[config.mk]
export PLATFORM = sky130hd
export DESIGN_NAME = seg7_scan_driver
export DESIGN_NICKNAME = d
export VERILOG_FILES = /design/src/rtl/seg7_scan_driver.sv
export SDC_FILE = /design/constraint.sdc
export NUM_CORES = 1
export LEC_CHECK = 0
export CORE_MARGIN = 5
export CORE_UTILIZATION = 35
export CTS_CLUSTER_DIAMETER = 50
export DETAILED_ROUTE_END_ITERATION = 10
export SLEW_MARGIN = 0
export SYNTH_ARGS = -nofsm -noshare
export SYNTH_HDL_FRONTEND = slang
export SYNTH_SLANG_ARGS = --single-unit
[constraint.sdc]
create_clock -name clk -period 4.4 [get_ports clk]
set_input_delay 0.44 -clock clk [delete_from_list [all_inputs] [get_ports clk]]
set_output_delay 0.44 -clock clk [all_outputs]
set_load 0.01 [all_outputs]
[src/rtl/seg7_scan_driver.sv]
// Multiplexed N-digit seven-segment scan driver with hex decode,
// leading-zero blanking, 16-level duty and frame-synchronous updates.
module seg7_scan_driver #(
   parameter int unsigned NUM_DIGITS  = 4,
   parameter int unsigned SLOT_CYCLES = 100000,
   parameter bit          ACTIVE_LOW  = 1'b1
) (
   input  logic                      clk,
   input  logic                      reset,
   input  logic [4*NUM_DIGITS-1:0]   digits,
   input  logic [NUM_DIGITS-1:0]     dp,
   input  logic                      load,
   input  logic                      enable,
   input  logic                      blank_lz,
   input  logic [3:0]                brightness,
   output logic [NUM_DIGITS-1:0]     AN,
   output logic [7:0]                Cathode,
   output logic                      frame_start
);

   localparam int unsigned CW   = $clog2(SLOT_CYCLES);
   localparam int unsigned IW   = (NUM_DIGITS > 1) ? $clog2(NUM_DIGITS) : 1;
   localparam int unsigned STEP = SLOT_CYCLES / 16;

   localparam logic [CW:0]   STEP_W  = (CW+1)'(STEP);
   localparam logic [CW-1:0] SLOT_TC = CW'(SLOT_CYCLES - 1);
   localparam logic [IW-1:0] IDX_TC  = IW'(NUM_DIGITS - 1);

   localparam logic [NUM_DIGITS-1:0] AN_OFF  = ACTIVE_LOW ? '1 : '0;
   localparam logic [7:0]            CAT_OFF = ACTIVE_LOW ? 8'hFF : 8'h00;

   logic [CW-1:0]           slot_cnt;
   logic [IW-1:0]           scan_idx;
   logic [4*NUM_DIGITS-1:0] act_digits;
   logic [NUM_DIGITS-1:0]   act_dp;
   logic [4*NUM_DIGITS-1:0] pend_digits;
   logic [NUM_DIGITS-1:0]   pend_dp;
   logic                    pend_flag;

   logic                    slot_tc;
   logic                    wrap;
   logic [CW:0]             thresh;
   logic                    duty_on;
   logic [NUM_DIGITS-1:0]   blank;
   logic                    zero_run;
   logic [3:0]              cur_nib;
   logic                    lit;
   logic [NUM_DIGITS-1:0]   an_hi;
   logic [7:0]              cat_hi;

   function automatic logic [6:0] hex_seg(input logic [3:0] n);
      case (n)
         4'h0:    hex_seg = 7'h3F;
         4'h1:    hex_seg = 7'h06;
         4'h2:    hex_seg = 7'h5B;
         4'h3:    hex_seg = 7'h4F;
         4'h4:    hex_seg = 7'h66;
         4'h5:    hex_seg = 7'h6D;
         4'h6:    hex_seg = 7'h7D;
         4'h7:    hex_seg = 7'h07;
         4'h8:    hex_seg = 7'h7F;
         4'h9:    hex_seg = 7'h6F;
         4'hA:    hex_seg = 7'h77;
         4'hB:    hex_seg = 7'h7C;
         4'hC:    hex_seg = 7'h39;
         4'hD:    hex_seg = 7'h5E;
         4'hE:    hex_seg = 7'h79;
         default: hex_seg = 7'h71;
      endcase
   endfunction

   assign slot_tc = (slot_cnt == SLOT_TC);
   assign wrap    = slot_tc && (scan_idx == IDX_TC);

   // Threshold reaches SLOT_CYCLES at brightness 15, hence one extra bit.
   assign thresh  = ({{(CW-3){1'b0}}, brightness} + (CW+1)'(1)) * STEP_W;
   assign duty_on = ({1'b0, slot_cnt} < thresh);

   always_comb begin
      blank    = '0;
      zero_run = blank_lz;
      for (int i = NUM_DIGITS - 1; i > 0; i--) begin
         zero_run = zero_run && (act_digits[4*i +: 4] == 4'h0) && !act_dp[i];
         blank[i] = zero_run;
      end
   end

   always_comb begin
      cur_nib = act_digits[{scan_idx, 2'b00} +: 4];
      lit     = enable && !blank[scan_idx] && duty_on;
      an_hi   = '0;
      cat_hi  = 8'h00;
      if (lit) begin
         an_hi[scan_idx] = 1'b1;
         cat_hi          = {act_dp[scan_idx], hex_seg(cur_nib)};
      end
   end

   always_ff @(posedge clk) begin
      if (reset) begin
         slot_cnt <= '0;
         scan_idx <= '0;
      end else begin
         slot_cnt <= slot_tc ? '0 : slot_cnt + CW'(1);
         if (slot_tc)
            scan_idx <= wrap ? '0 : scan_idx + IW'(1);
      end
   end

   // Active buffer only moves at the wrap so a frame never mixes values.
   always_ff @(posedge clk) begin
      if (reset) begin
         act_digits  <= '0;
         act_dp      <= '0;
         pend_digits <= '0;
         pend_dp     <= '0;
         pend_flag   <= 1'b0;
      end else begin
         if (wrap && pend_flag) begin
            act_digits <= pend_digits;
            act_dp     <= pend_dp;
         end
         if (load) begin
            pend_digits <= digits;
            pend_dp     <= dp;
            pend_flag   <= 1'b1;
         end else if (wrap) begin
            pend_flag <= 1'b0;
         end
      end
   end

   always_ff @(posedge clk) begin
      if (reset) begin
         AN          <= AN_OFF;
         Cathode     <= CAT_OFF;
         frame_start <= 1'b0;
      end else begin
         AN          <= ACTIVE_LOW ? ~an_hi : an_hi;
         Cathode     <= ACTIVE_LOW ? ~cat_hi : cat_hi;
         frame_start <= wrap;
      end
   end

endmodule
After elaboration in Yosys (flattened, before gate mapping)
Memories as Yosys holds them, arrays and structs flattened. Cells that the tools add are included. W data, S select, Z words.

Flip-flop bits (word level): 73. Latch bits: 0. Memory bits (writable): 0. Memory bits (read-only): 112. Output and inout port bits: 13. Logic and storage cells: 54. Memories kept: 1.

Memories: (no name shown) (depth 16, width 7, rd ports 1, clocked after Yosys merged registers in 0, write ports 0, line 52) `case (n)`.

$add $sub $neg: 3. $mul: 1. Div/mod/pow operators: 0. $lt $le $gt $ge: 3. Equal/unequal tests: 2. Shift operators: 1. Multiplexer cells: 11. Bitwise gates (word level): 2. Reductions and logical operators: 20.

Operators with widths (count): $lt A17 B18 Y1 (1); $add A17 B1 Y17 const B (1); $eq A17 B17 Y1 const B (1); $mul A5 B12 Y17 const B (1); $shiftx A16 B5 Y4 (1); $logic_not A4 Y1 (3); $logic_and A1 B1 Y1 (11); $mux W8 (1); $not A8 Y8 (1); $add A4 B1 Y5 const B (1); $mux W1 (5); $bmux W1 S2 (2); $logic_not A1 Y1 (4); $mux W4 (1); $not A4 Y4 (1); $lt A2 B3 Y1 const B (1); $add A2 B1 Y2 const B (1); $demux W1 S2 (1); $eq A2 B2 Y1 const B (1); $ge A2 B1 Y1 const B (1); $mux W2 (1); $reduce_bool A2 Y1 (1); $reduce_or A2 Y1 (1).

Logic depth before layout (Yosys ltp)
Gate-level depths: netlist (run 1).

Depth after elaboration: 14. Mapped depth: 20. Mapped depth without buffers: 20.

Worst setup path before layout (run 1)
OpenSTA, ideal clock, no wires.

Path kind: input -> register. From: input port brightness[0]. To: register Cathode[4]. Arrival time: 4.487 ns. Required time: 4.233 ns. Path slack: -0.254 ns. Stages: 19. Path buffers: 0. Path through: ha_1 > xor2_1 > ha_1 > xnor2_1 > ha_1 > ha_1 > ha_1 > a21o_1 > a21oi_1 > o211ai_1 > a31oi_1 > o31ai_1 > xnor2_1 > ha_1 > and3_1 > o31ai_1 > o211ai_1 > a311oi_2 > o311ai_0.

Longest elaborated chain between the ends: 6.

Ends and longest elaborated chain: from (decl) (line 15) `input logic [3:0] brightness,`; $add A4 B1 Y5 (line 76) `assign thresh = ({{(CW-3){1'b0}}, brightness} + (CW+1)'(1)) * STEP_W;`; $mul A5 B12 Y17 (line 76); $lt A17 B18 Y1 (line 77) `assign duty_on = ({1'b0, slot_cnt} < thresh);`; $logic_and A1 B1 Y1 (line 90) `lit = enable && !blank[scan_idx] && duty_on;`; $mux W8 (line 93) `if (lit) begin`; $not A8 Y8 (line 140) `Cathode <= ACTIVE_LOW ? ~cat_hi : cat_hi;`; to (signal assigned) (line 140); to (decl) (line 17) `output logic [7:0] Cathode,`.

Every way passes these cells. A chain may end at the register's enable or synchronous reset.

Worst setup path in the final report (run 1)
From: input port brightness[1]. To: register Cathode[3].

Same word-level chain as after synthesis.

==> run_results.csv, run 1 <==
group,metric,value,unit
outcome,status,"completed",
timing,fmax,238,MHz
clocking,cts_tree,"built",
floorplan,die_area,14500,µm²
floorplan,die_h,120,µm
critical_path,endpoint_kind,"flop",
critical_path,crit_buf_inv,3,
timing,fin_ws,0.205,ns
timing,layout_min_cycle_time,4.20,ns
cells_and_area,seqCellArea,1460,µm²
synthesis,yosys_register_bits,73,
power,netSwitchingFraction,24.7,%
cells_and_area,diodes,0,
detailed_routing,vias_per_cell,4.96,
detailed_routing,wirelength,9.39,mm
clocking,cts_inserted_buffers,9,
floorplan,pin_count,42,
synthesis,ys_seq_area_share,34.2,%
synthesis,synth-simple-area-share,18.8,%
cells_and_area,area_growth,30.8,%
power,p_int,0.00148,W
synthesis,yosys_warnings,0,
floorplan,fp.dieW,120,µm
detailed_routing,drt_iter0_markers,171,
place,dp_hpwl,7.11,mm
detailed_routing,drt-wirelength-per-cell,13.6,µm
clocking,holdBufCountCts,0,
detailed_routing,drc,0,
power,seq_power_share,35.0,%
power,p_comb_share,22.6,%
timing,slew_viol_final,0,
detailed_routing,drtAntennaViolNets,0,
synthesis,synthArstFlopShare,0,%
place,io_buffers,41,
place,preCtsSetupSlack,-0.524,ns
timing,timing.hold.ws,0.460,ns
power,ir_drop,0.000214,V
synthesis,synth_ff_type,"dfxtp_1",
synthesis,synth_area_per_cell,9.17,µm²
timing,fin_worst_skew,0.00457,ns
floorplan,rows,40,
clocking,cts.path.max_buffers,2,
timing,rsz0062_at_grt,"no",
synthesis,synth_top_area_share,34.2,%
timing,hold_viol,0,
cells_and_area,multi_input_area,2850,µm²
synthesis,synth.net_count,553,
synthesis,synth_edf_count,0,
hold_path,min-delay-start,"pend_digits[11]$_SDFFE_PP0P_",
synthesis,synth_top_family_by_area,"simple AND/OR/NAND/NOR gates",
global_routing,track_usage,13.5,%
job,drv_cap,0,
global_routing,grt_max_degree,26,
power,p_leak,2.27,nW
synthesis,synth-xor-area-share,6.15,%
global_routing,first_global_vias,3507,
timing,fin_tns_setup,0,ns
cells_and_area,nNetsFinal,626,
critical_path,cp.arrival,4.40,ns
timing,setup_viol,0,
synthesis,synthCells,466,
synthesis,synth_area,4270,µm²
clocking,h-tree-depth,3,
critical_path,reg2reg_depth,6,
timing,tightest_slew,1.23,ns
critical_path,cp_common_cell,"ha_4",
cells_and_area,nFillCells,1133,
synthesis,synth_compound_area_share,11.3,%
floorplan,start_util,35.6,%
timing,fin_crit_sh,95.3,%
critical_path,crit_fanout,5,
clocking,path_clk_slew,0.06,ns
critical_path,crit_type,"primary input to flop",
power,p_sw,0.000486,W
critical_path,cp-start-kind,"primary input",
clocking,cts_sinks,73,
cells_and_area,final_core_util,46.5,%
global_routing,grt_pass1_wl,16.2,mm
synthesis,synthMuxAreaShare,8.32,%
global_routing,antenna_found_initial,0,
detailed_routing,first_pass_iters,4,
cells_and_area,drive_gt1_share,21.7,%
synthesis,synth_common_cells,"dfxtp_1 (73), nand2_1 (64), nor2_1 (58)",
critical_path,cp_num_cells,21,
critical_path,critPathTopFamily,"compound AO/OA/AOI/OAI gates",
power,powerDensity,352,nW/µm²
floorplan,core_region_area,12000,µm²
hold_path,hold_path_depth,2,
timing,maxSlewHeadroom,17.7,%
synthesis,yosysUniqueCellTypes,53,
critical_path,crit_chain,"buf_4 > ha_4 > and3_4 > ha_4 > xnor2_2 > ha_1 > ha_4 > ha_4 > a21o_1 > a21oi_2 > o211ai_1 > a31oi_2 > o31ai_2 > xnor2_1 > ha_1 > buf_4 > a21oi_1 > o211ai_1 > a311oi_2 > buf_4 > o21ai_0",
critical_path,worstPathRequired,4.60,ns
critical_path,rrSetupSlack,1.72,ns
global_routing,overflow,0,
hold_path,min_path_type,"flop to flop",
synthesis,synth_fa_ha_area_share,17.2,%
critical_path,crit_path_top_delay_cell,"ha_1",
place,gp_congestion,0.821,
critical_path,r2r_start,"slot_cnt[6]$_SDFF_PP0_",
synthesis,synth_largest_area_cell,"dfxtp_1",
detailed_routing,via_count,3422,
power,clock_power_share,42.4,%
critical_path,reg2reg_to,"act_digits[11]$_SDFFE_PP0P_",
clocking,clk-insertion-delay-late,0.32,ns
synthesis,synth.most_common_cell,"dfxtp_1",
synthesis,yosys-top-cells-area,"dfxtp_1 (34%), ha_1 (17%), nand2_1 (5.6%)",
critical_path,cpPeakStageDelay,0.33,ns
clocking,clock-root-buffer,"clkbuf_16",
hold_path,min_to,"act_digits[11]$_SDFFE_PP0P_",
layout by cell type (no fill, tap or decap), drive strengths merged, types with 4 or more instances in the layout:
master	n
dfxtp	73
nand2	66
nor2	58
ha	57
buf	42
clkdlybuf4s50	36
a21oi	34
mux2i	22
inv	17
xor2	16
xnor2	14
nand3	14
clkbuf	11
o21ai	9
mux4	5
nand4	5
and3	5
a21o	4
o211ai	4
or4	4
flip-flops by register name, summed over array words and instances, names as in the netlist:
name,flops
pend_flag,1
act_dp,4
pend_dp,4
act_digits,16
scan_idx,2
pend_digits,16
slot_cnt,17
frame_start,1
Cathode,8
AN,4
power by group through the flow:
stage / logic, W / clock network [W] / registers (W)
2_1_floorplan: 0.000235 / 0 / 0.000702
3_3_place_gp: 0.000374 / 0 / 0.000703
3_5_place_dp: 0.000389 / 0 / 0.000703
4_1_cts: 0.000414 / 0.000851 / 0.000689
5_1_grt: 0.000495 / 0.000882 / 0.000691
6_report: 0.000445 / 0.000833 / 0.000689
how the worst max path moves through the flow:
stage	from	end	slack [ns]
2_1_floorplan	brightness[0]	Cathode[2]$_SDFF_PP1_	0.005
3_3_place_gp	brightness[0]	Cathode[2]$_SDFF_PP1_	-0.40
3_5_place_dp	brightness[1]	Cathode[2]$_SDFF_PP1_	-0.52
4_1_cts	brightness[0]	Cathode[2]$_SDFF_PP1_	0.007
5_1_grt	brightness[3]	Cathode[5]$_SDFF_PP1_	0.004
6_report	brightness[1]	Cathode[3]$_SDFF_PP1_	0.20
what timing repair did:
action	CTS	global route
setup buffers	0	3
gates cloned	1	0
gates resized for setup	16	25
pin swaps	10	17
setup endpoints to repair	10	10
metal layers:
layer	up-vias	wire [µm]	GRT usage, %
met3	16	263	2.25
met1	1585	4400	17.5
li1	1762	-	-
met5	-	0	0
met2	59	4540	22.4
met4	0	181	5.38
final cells by class:
type | instances | share of cell area [%]
tap | 147 | 3.29
multi-input combinational | 358 | 50.9
clock buffer | 10 | 4.27
sequential | 73 | 26.1
timing repair buffer | 80 | 12.4
clock inverter | 5 | 1.86
inverter | 17 | 1.14
stage by stage:
stage / power, W / std cells / instance area, µm²
2_1_floorplan: 0.000937 / 466 / 4320
3_3_place_gp: 0.00108 / 671 / 5060
3_5_place_dp: 0.00109 / 671 / 5060
4_1_cts: 0.00195 / 687 / 5480
5_1_grt: 0.00207 / 690 / 5590
6_report: 0.00197 / 690 / 5590
worst register-to-register path: stages, from the launching register on:
cell     delay, ns
dfxtp_1       0.36
or4b_1        0.54
or4b_4        0.55
nor3_4        0.20
nand3_1       0.54
nand2_1       0.29
a21oi_2       0.07
cells by family (layout without fill, tap and decap cells):
group,count (synthesis),in the layout
multiplexers,29,29
AND/OR/NAND/NOR,174,174
adder cells (fa/ha/maj),58,58
AO/OA/AOI/OAI,67,67
XOR/XNOR,30,30
flip-flops,73,73
buffers and inverters,35,112
Note: power is estimated with default switching activity, not from simulation.
==> run 2: changes to the inputs <==
--- a/config.mk
+++ b/config.mk
@@ -5,10 +5,13 @@
 export SDC_FILE = /design/constraint.sdc
 export NUM_CORES = 1
 export LEC_CHECK = 0
+export CELL_PAD_IN_SITES_DETAIL_PLACEMENT = 0
+export CELL_PAD_IN_SITES_GLOBAL_PLACEMENT = 1
 export CORE_MARGIN = 5
 export CORE_UTILIZATION = 35
 export CTS_CLUSTER_DIAMETER = 50
 export DETAILED_ROUTE_END_ITERATION = 10
+export PLACE_DENSITY_LB_ADDON = 0.1
 export SLEW_MARGIN = 0
 export SYNTH_ARGS = -nofsm -noshare
 export SYNTH_HDL_FRONTEND = slang
==> run 2 against run 1 <==
  * Clock power decreased by 7.4%
  * Via count decreased by 1.3%
  * Wire length up 4.7%
  * Cell count up 1.0%
  * Critical path depth rose by 2
  * Clock-buffer cell count rose by 3
  * Sequential share of layout area about the same
  * Sequential cell count unchanged
  * Register-to-register slack got worse by 0.06 ns
  * Largest power group unchanged
==> run_results.csv, run 2 (synthesized netlist as in run 1, its figures left out) <==
group,metric,value,unit
outcome,status,"completed",
place,io_buffers,41,
critical_path,reg2reg_to,"act_digits[10]$_SDFFE_PP0P_",
timing,fin_worst_skew,0.00905,ns
global_routing,grt_max_degree,49,
timing,fmax,239,MHz
clocking,clock-root-buffer,"clkbuf_16",
timing,setup_viol,0,
place,preCtsSetupSlack,-0.625,ns
cells_and_area,final_common_cell,"dfxtp_1",
detailed_routing,drtAntennaViolNets,0,
critical_path,worstPathRequired,4.61,ns
critical_path,crit_type,"primary input to flop",
detailed_routing,drt_iter0_markers,107,
detailed_routing,first_pass_iters,4,
critical_path,cpPeakStageDelay,0.33,ns
critical_path,crit_chain,"clkbuf_2 > ha_4 > xor2_4 > ha_4 > xnor2_2 > ha_1 > ha_4 > ha_4 > a21o_1 > a21oi_2 > o211ai_1 > a31oi_1 > o31ai_1 > xnor2_1 > ha_1 > and3_4 > o31ai_1 > o211ai_1 > buf_4 > buf_4 > buf_4 > nand3_1 > nand3b_1",
clocking,clk-insertion-delay-late,0.33,ns
detailed_routing,drc,0,
hold_path,min_path_type,"flop to flop",
cells_and_area,drive_gt1_share,21.5,%
critical_path,cp_num_cells,23,
critical_path,crit_buf_inv,4,
critical_path,crit_path_start,"brightness[0]",
cells_and_area,largest-register,"slot_cnt",
clocking,h-tree-depth,3,
floorplan,core_region_area,12000,µm²
clocking,cts_tree,"built",
detailed_routing,wirelength,9.83,mm
detailed_routing,drt-wirelength-per-cell,14.1,µm
global_routing,first_global_vias,3393,
cells_and_area,fin_area,5590,µm²
timing,tightest_slew,0.735,ns
critical_path,critPathTopFamily,"adder cells",
timing,maxSlewHeadroom,50.9,%
place,placed_cell_area,5070,µm²
clocking,cts_inserted_buffers,9,
detailed_routing,vias_per_cell,4.85,
cells_and_area,nNetsFinal,632,
global_routing,overflow,0,
timing,fin_ws,0.207,ns
global_routing,grt_pass1_wl,16.6,mm
floorplan,die_area,14500,µm²
place,gp_congestion,0.817,
timing,fin_crit_sh,95.3,%
critical_path,cp-start-kind,"primary input",
power,ir_drop,0.000199,V
clocking,path_clk_slew,0.06,ns
cells_and_area,largestRegisters,"slot_cnt x17, act_digits x16, pend_digits x16",
job,drv_cap,0,
cells_and_area,mostFrequentLayoutCells,"dfxtp_1 (73), nand2_1 (64), nor2_1 (58), ha_1 (46), buf_4 (43)",
timing,slew_viol_final,0,
global_routing,antenna_found_initial,0,
timing,layout_min_cycle_time,4.19,ns
critical_path,rrSetupSlack,1.66,ns
critical_path,reg2reg_depth,6,
timing,hold_viol,0,
floorplan,fp.dieW,120,µm
floorplan,start_util,35.6,%
critical_path,crit_fanout,3,
critical_path,endpoint_kind,"flop",
floorplan,pin_count,42,
critical_path,cp.arrival,4.40,ns
place,dp_hpwl,7.33,mm
critical_path,endpoint,"Cathode[7]$_SDFF_PP1_",
place,dp_cells,673,
cells_and_area,largest_reg_flops,17,
cells_and_area,diodes,0,
power,total_power,0.00190,W
timing,timing.hold.ws,0.455,ns
critical_path,r2r_start,"slot_cnt[5]$_SDFF_PP0_",
power,powerDensity,340,nW/µm²
clocking,cts.path.max_buffers,2,
floorplan,die_h,120,µm
clocking,holdBufCountCts,0,
critical_path,cp_common_cell,"ha_4",
global_routing,track_usage,14.2,%
critical_path,crit_path_top_delay_cell,"ha_1",
clocking,cts_sinks,73,
floorplan,rows,40,
cells_and_area,area_growth,30.7,%
detailed_routing,via_count,3378,
cells_and_area,finalNonFillerCells,697,
power,p_leak,2.29,nW
-- run 2: cell types whose count changed in the layout (fill, tap and decap cells not counted), moves of 2 or more --
cell       delta
buf_4         +5
bufinv_16     -2
clkbuf_2      +2
clkbuf_8      +2
ha_1          +2
ha_2          -2
inv_1         +2
inv_2         -2
-- run 2: timing repair --
| action | 4_1_cts | 5_1_grt |
|---|---|---|
| gates resized for setup | 12 | 16 |
| setup endpoints to repair | 10 | 12 |
| buffers inserted | 3 | 4 |
| cloned | 1 | 0 |
| pin swaps | 12 | 15 |
-- run 2: worst min-delay path by stage --
stage                                 startpoint                     endpoint  cells past startpoint
floorplan                 slot_cnt[0]$_SDFF_PP0_       slot_cnt[0]$_SDFF_PP0_                      1
global placement          slot_cnt[0]$_SDFF_PP0_       slot_cnt[0]$_SDFF_PP0_                      1
detailed placement  pend_digits[11]$_SDFFE_PP0P_  act_digits[11]$_SDFFE_PP0P_                      2
CTS                 pend_digits[11]$_SDFFE_PP0P_  act_digits[11]$_SDFFE_PP0P_                      2
global route          act_digits[1]$_SDFFE_PP0P_   act_digits[1]$_SDFFE_PP0P_                      2
finish              pend_digits[11]$_SDFFE_PP0P_  act_digits[11]$_SDFFE_PP0P_                      2
-- run 2: power breakdown --
part           leakage (nW)  internal [W]  switching [W]
sequential            0.595      0.000679     0.00000996
clock                 0.152      0.000488       0.000283
combinational          1.55      0.000236       0.000205
-- run 2: per-stage QoR --
stage	utilization, %	TNS (ns)
floorplan	-	0
global placement	42.2	-6.68
detailed placement	42.2	-6.36
CTS	45.6	0
global route	46.5	-0.0276
finish	46.5	0
-- run 2: layout make-up --
cell class / count / area, µm²
Sequential cell: 73 / 1460
Clock inverter: 3 / 46.3
Fill cell: 1166 / 6430
Multi-Input combinational cell: 358 / 2830
Tap cell: 147 / 184
Clock buffer: 13 / 270
Inverter: 17 / 63.8
Timing Repair Buffer: 86 / 732
-- run 2: tightest hold or removal path, delay by kind of cell (launching register included) --
kind            cells  cell delay [ns]
compound gates      1             0.04
flops               1             0.31
simple gates        1             0.06
-- run 2: metal layers --
| layer | wire (µm) | GRT usage [%] | share of wire [%] |
|---|---|---|---|
| met5 | 0 | 0 | 0 |
| met4 | 99 | 4.60 | 1.0 |
| met3 | 329 | 3.09 | 3.3 |
| met2 | 4490 | 22.4 | 46 |
| met1 | 4910 | 19.3 | 50 |
==> RTL change 1, RTL diff (flow settings as in run 2) <==
`NUM_DIGITS`: 4 -> 8.
--- a/src/rtl/seg7_scan_driver.sv
+++ b/src/rtl/seg7_scan_driver.sv
@@ -2,5 +2,5 @@
 // leading-zero blanking, 16-level duty and frame-synchronous updates.
 module seg7_scan_driver #(
-   parameter int unsigned NUM_DIGITS  = 4,
+   parameter int unsigned NUM_DIGITS  = 8,
    parameter int unsigned SLOT_CYCLES = 100000,
    parameter bit          ACTIVE_LOW  = 1'b1
Interface: changed (resized AN, digits and dp); port bits go from 42 to 66. No check against the original RTL was run, so the function may have changed too.
==> RTL change 1 against run 2 <==
Sequential share of layout area grew 3.5 points; first-iteration DRC count increased by 88%; total power up 52%; clock power increased by 67%; worst setup slack improved by 0.039 ns; cell count is 44% higher; sequential cell count up 45; design area grew 43%; non-clock buffer count up 20; area after synthesis grew 44%; maximum frequency up 0.94%; via count up 49%; routed wire length grew 49%; critical path type unchanged; critical endpoint is now AN[0]; largest power group unchanged.
==> RTL change 1: results (changes against run 2) <==
Status
  • Status: finished, final reports clean

Timing
  • Worst Skew: 0.0103 ns (+0.00129 ns)
  • Actual slew at the worst max-slew pin: 0.858 ns (+0.123 ns)

Global route
  • Pin count of the biggest net entering global routing: 53 (+8.2%)
  • Vias in the first global route: 4881 (+44%)
  • Total global routing track utilization: 14.6% (+0.44 points)

Drt
  • Routed vias: 5021 (+49%)
  • Initial DRC Count: 201 (+88%)

Layout
  • Final layout net count: 874 (+38%)
  • Fraction of layout cells with a size suffix above 1: 17.0% (-4.5 points)
  • Fill cells: 1663 (+43%)
  • Non-filler cells, final: 1003 (+44%)

Placed design
  • HPWL reported at the end of detailed placement: 10800 um (+48%)
  • Gpl congestion: 0.815 (-0.17%)
  • DP Cell Count: 972 (+44%)
  • Port Buffer Count: 65 (+59%)

Pwr
  • Leakage dissipation: 3.23 nW (+41%)
  • Largest vdd supply drop: 0.319 mV (+60%)

Yosys
  • Net count of the mapped netlist: 785 (+42%)
  • Top cells by area, synth: sky130_fd_sc_hd__dfxtp_1, sky130_fd_sc_hd__ha_1, sky130_fd_sc_hd__mux2i_1
  • Register area share after synthesis: 38.4% (+4.2 points)
  • Avg Inst Size Synth: 9.06 um^2 (-1.2%)
  • Commonest cells in the synthesized netlist: sky130_fd_sc_hd__dfxtp_1, sky130_fd_sc_hd__nand2_1, sky130_fd_sc_hd__nor2_1
  • Synth unique cells: 55 (+3.8%)

Worst setup path
  • Worst-path cell with the longest stage delay: sky130_fd_sc_hd__a221o_1
  • Crit-path max FO: 16 (+13)
  • Kind of capture point of the worst setup path: register
  • Delay of the slowest cell on the worst path: 0.35 ns (+0.02 ns)
  • Data arrival time of the critical path: 4.49 ns (+0.09 ns)

Clocking
  • Number of buffers created by CTS: 17 (+8)
  • Clock sink count: 118 (+62%)
  • Clock network latency to the later pin of the worst-skew pair: 0.41 ns (+0.08 ns)
  • H-tree lvl count: 4 (+1)
RTL change 1: changes by cell type after synthesis, moves of 8 or more:
cell / delta
sky130_fd_sc_hd__dfxtp_1: +45
sky130_fd_sc_hd__nand2_1: +34
sky130_fd_sc_hd__a21oi_1: +33
sky130_fd_sc_hd__mux2i_1: +28
sky130_fd_sc_hd__nor2_1: +21
sky130_fd_sc_hd__clkbuf_1: +12
sky130_fd_sc_hd__a21oi_2: -10
sky130_fd_sc_hd__nand2_2: +8
RTL change 1: where the power goes:
group	internal [mW]	switching [mW]
clock network	0.838	0.449
registers	1.10	0.0168
logic	0.263	0.231
RTL change 1: cell families after synthesis:
family / count (synthesis) / synth area share (%)
AND/OR/NAND/NOR: 254 / 19.0
buffers and inverters: 57 / 4.19
AO/OA/AOI/OAI: 101 / 10.4
adder cells (fa/ha/maj): 57 / 11.7
flip-flops: 118 / 38.4
XOR/XNOR: 31 / 4.41
multiplexers: 61 / 12.0
RTL change 1: layout make-up:
cell class	instances	area (um^2)	share of cell area [%]
well taps	225	282	3.53
multi-input cells	504	3750	47.0
inverters	21	78.8	0.989
repair buffers	106	947	11.9
clock inverters	4	45.0	0.565
flip-flops and latches	118	2360	29.6
clock buffers	25	505	6.34
RTL change 1: path summary, 6_finish.rpt:
| check | end | slack, ns | startpoint | depth (start not counted) |
|---|---|---|---|---|
| max | AN[0] | 0.25 | brightness[1] | 21 |
| min | act_digits[20] | 0.45 | pend_digits[20] | 2 |
| max reg2reg | Cathode[3] | 1.48 | scan_idx[0] | 7 |
| min reg2reg | act_digits[20] | 0.45 | pend_digits[20] | 2 |
RTL change 1: what timing repair did:
action,4_1_cts,5_1_grt
buffers inserted,1,1
hold buffers,0,0
endpoints found under the setup margin,16,16
resized for setup,16,19
pin swaps,6,13
RTL change 1: worst max-delay path: cells and delay by family:
family / cells / cell delay [ns]
AND/OR/NAND/NOR: 3 / 0.28
buffers and inverters: 3 / 0.45
adder cells (fa/ha/maj): 6 / 1.50
XOR/XNOR: 3 / 0.55
AO/OA/AOI/OAI: 6 / 1.25
RTL change 1: per-layer routing:
| metal | global-route usage, % | up-vias | part of all wire, % |
|---|---|---|---|
| met4 | 4.00 | 0 | 1.2 |
| li1 | - | 2524 | - |
| met2 | 22.8 | 105 | 45 |
| met3 | 4.10 | 14 | 5.4 |
| met1 | 19.9 | 2378 | 49 |
| met5 | 0 | - | 0 |
RTL change 1: through the flow:
step | worst slack, ns | hold WS, ns | setup TNS (ns) | area (um^2)
2_1_floorplan | 0.00711 | 0.430 | 0 | 6210
3_3_place_gp | -0.667 | 0.442 | -9.83 | 7250
3_5_place_dp | -0.885 | 0.448 | -13.38 | 7250
4_1_cts | 0.00193 | 0.458 | 0 | 7870
5_1_grt | 0.0511 | 0.467 | 0 | 7970
6_report | 0.246 | 0.453 | 0 | 7970
==> RTL change 2, RTL diff (config.mk and constraints of run 2) <==
Without the edit above. Reset style: asynchronous (`reset`), changed in 3 clocked blocks.
--- a/src/rtl/seg7_scan_driver.sv
+++ b/src/rtl/seg7_scan_driver.sv
@@ -97,5 +97,5 @@
    end
 
-   always_ff @(posedge clk) begin
+   always_ff @(posedge clk or posedge reset) begin
       if (reset) begin
          slot_cnt <= '0;
@@ -109,5 +109,5 @@
 
    // Active buffer only moves at the wrap so a frame never mixes values.
-   always_ff @(posedge clk) begin
+   always_ff @(posedge clk or posedge reset) begin
       if (reset) begin
          act_digits  <= '0;
@@ -131,5 +131,5 @@
    end
 
-   always_ff @(posedge clk) begin
+   always_ff @(posedge clk or posedge reset) begin
       if (reset) begin
          AN          <= AN_OFF;
Check against the original RTL: differs if reset is asserted again (counterexample within 4 cycles, from zero or initial values and one cycle with reset high); with reset held inactive, the same outputs for 10 cycles.
==> RTL change 2 against run 2 <==
Non-clock buffer count decreased by 2; clock skew about the same; clock power decreased by 3.9%; cell count decreased by 5.5%; area after synthesis increased by 4.7%; core utilization increased by 0.16 points; routed wire length increased by 3.0%; design area increased by 5.0%; highest routed layer unchanged; total power decreased by 0.73%; worst hold slack improved by 0.029 ns; synthesized cell count decreased by 15%; sequential cell count unchanged; worst setup slack improved by 0.11 ns.
==> RTL change 2: results (changes against run 2) <==
Floorplanning
  • Core ar.: 12600 um^2 (+4.6%)

Worst setup path
  • Worst-path cell with the longest stage delay: sky130_fd_sc_hd__ha_1
  • Crit-path max FO: 12 (+9)
  • Cell depth of the worst flop-to-flop path: 7 (+1)
  • Data required time at the worst endpoint: 4.65 ns (+0.04 ns)
  • Capture point of the worst reg-to-reg path: Cathode[5]
  • Critical R2R Launch: scan_idx[0]
  • Delay of the slowest cell on the worst path: 0.32 ns
  • Gate family responsible for the most delay along the worst path: adder cells
  • Instance count on the critical path: 22 (-4.3%)
  • FF-to-FF setup slack: 2.13 ns (+0.47 ns)

Yosys
  • Most used DFF post-synth: sky130_fd_sc_hd__dfrtp_1
  • Number of warnings issued by yosys: 0 (unchanged)
  • Register area share after synthesis: 41.2% (+7.0 points)
  • Net count of the mapped netlist: 484 (-12%)
  • Synth unique cells: 57 (+7.5%)
  • Number of standard cells after synthesis: 397 (-15%)
  • Top cells by area, synth: sky130_fd_sc_hd__dfrtp_1, sky130_fd_sc_hd__ha_1, sky130_fd_sc_hd__mux2_2
  • Commonest cells in the synthesized netlist: sky130_fd_sc_hd__dfrtp_1, sky130_fd_sc_hd__ha_1, sky130_fd_sc_hd__mux2_2
  • Proportion of synthesized flip-flops having asynchronous set or reset: 100% (+100 points)

Clocking
  • Clock network latency to the later pin of the worst-skew pair: 0.34 ns
  • Clock transition at the registers of the reported paths: 0.06 ns (about the same)
  • Number of buffers created by CTS: 9 (unchanged)
  • Buffer levels on the longest clock path: 2 (unchanged)
  • Clock Tree Root: sky130_fd_sc_hd__clkbuf_16
  • H-tree lvl count: 3 (unchanged)

Placed design
  • Gpl congestion: 0.790 (-3.2%)
  • DP Cell Count: 638 (-5.2%)
  • Port Buffer Count: 41 (unchanged)
  • HPWL reported at the end of detailed placement: 7730 um (+5.5%)

Layout
  • Non-filler cells, final: 659 (-5.5%)
  • Fraction of layout cells with a size suffix above 1: 30.6% (+9.1 points)
  • Count of antenna diodes in the layout: 0 (unchanged)
  • Fill cells: 1207 (+3.5%)
  • Final layout net count: 569 (-10%)
  • Largest registers: slot_cnt: 17 flops, act_digits: 16 flops, pend_digits: 16 flops

Global route
  • Pin count of the biggest net entering global routing: 39 (-20%)
  • Total global routing track utilization: 14.5% (+0.32 points)
  • Initial antenna violation count: 0 (unchanged)
  • Vias in the first global route: 3309 (-2.5%)
  • Wire length of the first global-routing pass: 17000 um (+2.7%)

Pwr
  • Leakage dissipation: 2.68 nW (+17%)
  • Largest vdd supply drop: 0.167 mV (-16%)

Drt
  • First-pass iteration count of the detailed router: 4 (unchanged)
  • Routed vias: 3200 (-5.3%)
  • Final wirelength: 10100 um (+3.0%)
  • Initial DRC Count: 174 (+63%)

Min path
  • Endpoint of the worst hold path: slot_cnt[0]
  • Hold crit path type: register to register
  • Startpoint of the worst hold path: slot_cnt[0]
  • Cell count of the worst hold path: 1 (-1)

Status
  • Status: finished, final reports clean

Timing
  • Worst Skew: 0.00872 ns (-0.000326 ns)
  • Actual slew at the worst max-slew pin: 0.949 ns (+0.214 ns)
[RTL change 2: cell count changes after synthesis, sizes merged, moves of 4 or more]
cell   change
dfxtp     -73
dfrtp     +61
nand2     -44
mux2      +39
nor2      -34
mux2i     -21
a21oi     -18
dfstp     +12
nand3      +7
buf        -4
nor3       +4
[RTL change 2: how the worst max path moves through the flow]
stage | from | endpoint | slack [ns]
after CTS | brightness[2] | Cathode[6] | 0.01
after global routing | brightness[0] | Cathode[6] | 0.07
after detailed placement | brightness[0] | Cathode[6] | -0.63
after floorplan | brightness[0] | Cathode[7] | 0.08
final | brightness[0] | Cathode[6] | 0.31
after global placement | brightness[0] | Cathode[6] | -0.56
[RTL change 2: what timing repair did]
action                     in CTS  in global routing
buffers inserted                2                  3
pin swaps                       5                 10
gates resized for setup        17                 20
setup endpoints to repair      12                 12
[RTL change 2: cells by family after synthesis]
logic type,share of synthesized area [%]
flops,41.2
buf+inv,2.99
simple gates,12.5
compound gates,7.86
xor+xnor,5.88
mux,13.2
fa+ha+maj,16.4
[RTL change 2: cell type report]
cell class	instances	area share, %
clock buffer	9	3.84
clock inverter	7	1.32
inverter	19	1.22
multi-input combinational	295	45.8
sequential	73	31.4
tap	172	3.67
timing repair buffer	84	12.8
[RTL change 2: report_power, final]
group          switching [mW]  internal, mW
sequential             0.0105         0.696
combinational           0.207         0.231
clock                   0.297         0.444
[RTL change 2: per-layer routing]
metal,global-route usage (%),share of wire (%),routed length (um)
met5,0,0,0
met4,5.61,1.7,167
met3,2.38,2.7,273
met2,21.4,44,4500
met1,21.3,51,5180
[RTL change 2: metrics by stage]
step                worst slack [ns]  hold slack [ns]  setup TNS, ns  utilization (%)  instance area (um^2)
CTS                           0.0146            0.491              0             45.8                  5750
finish                         0.313            0.484              0             46.7                  5860
detailed placement            -0.633            0.483          -7.34             42.4                  5330
floorplan                     0.0776            0.447              0                -                  4470
global placement              -0.560            0.466          -6.55             42.4                  5330
global route                  0.0725            0.498              0             46.7                  5860
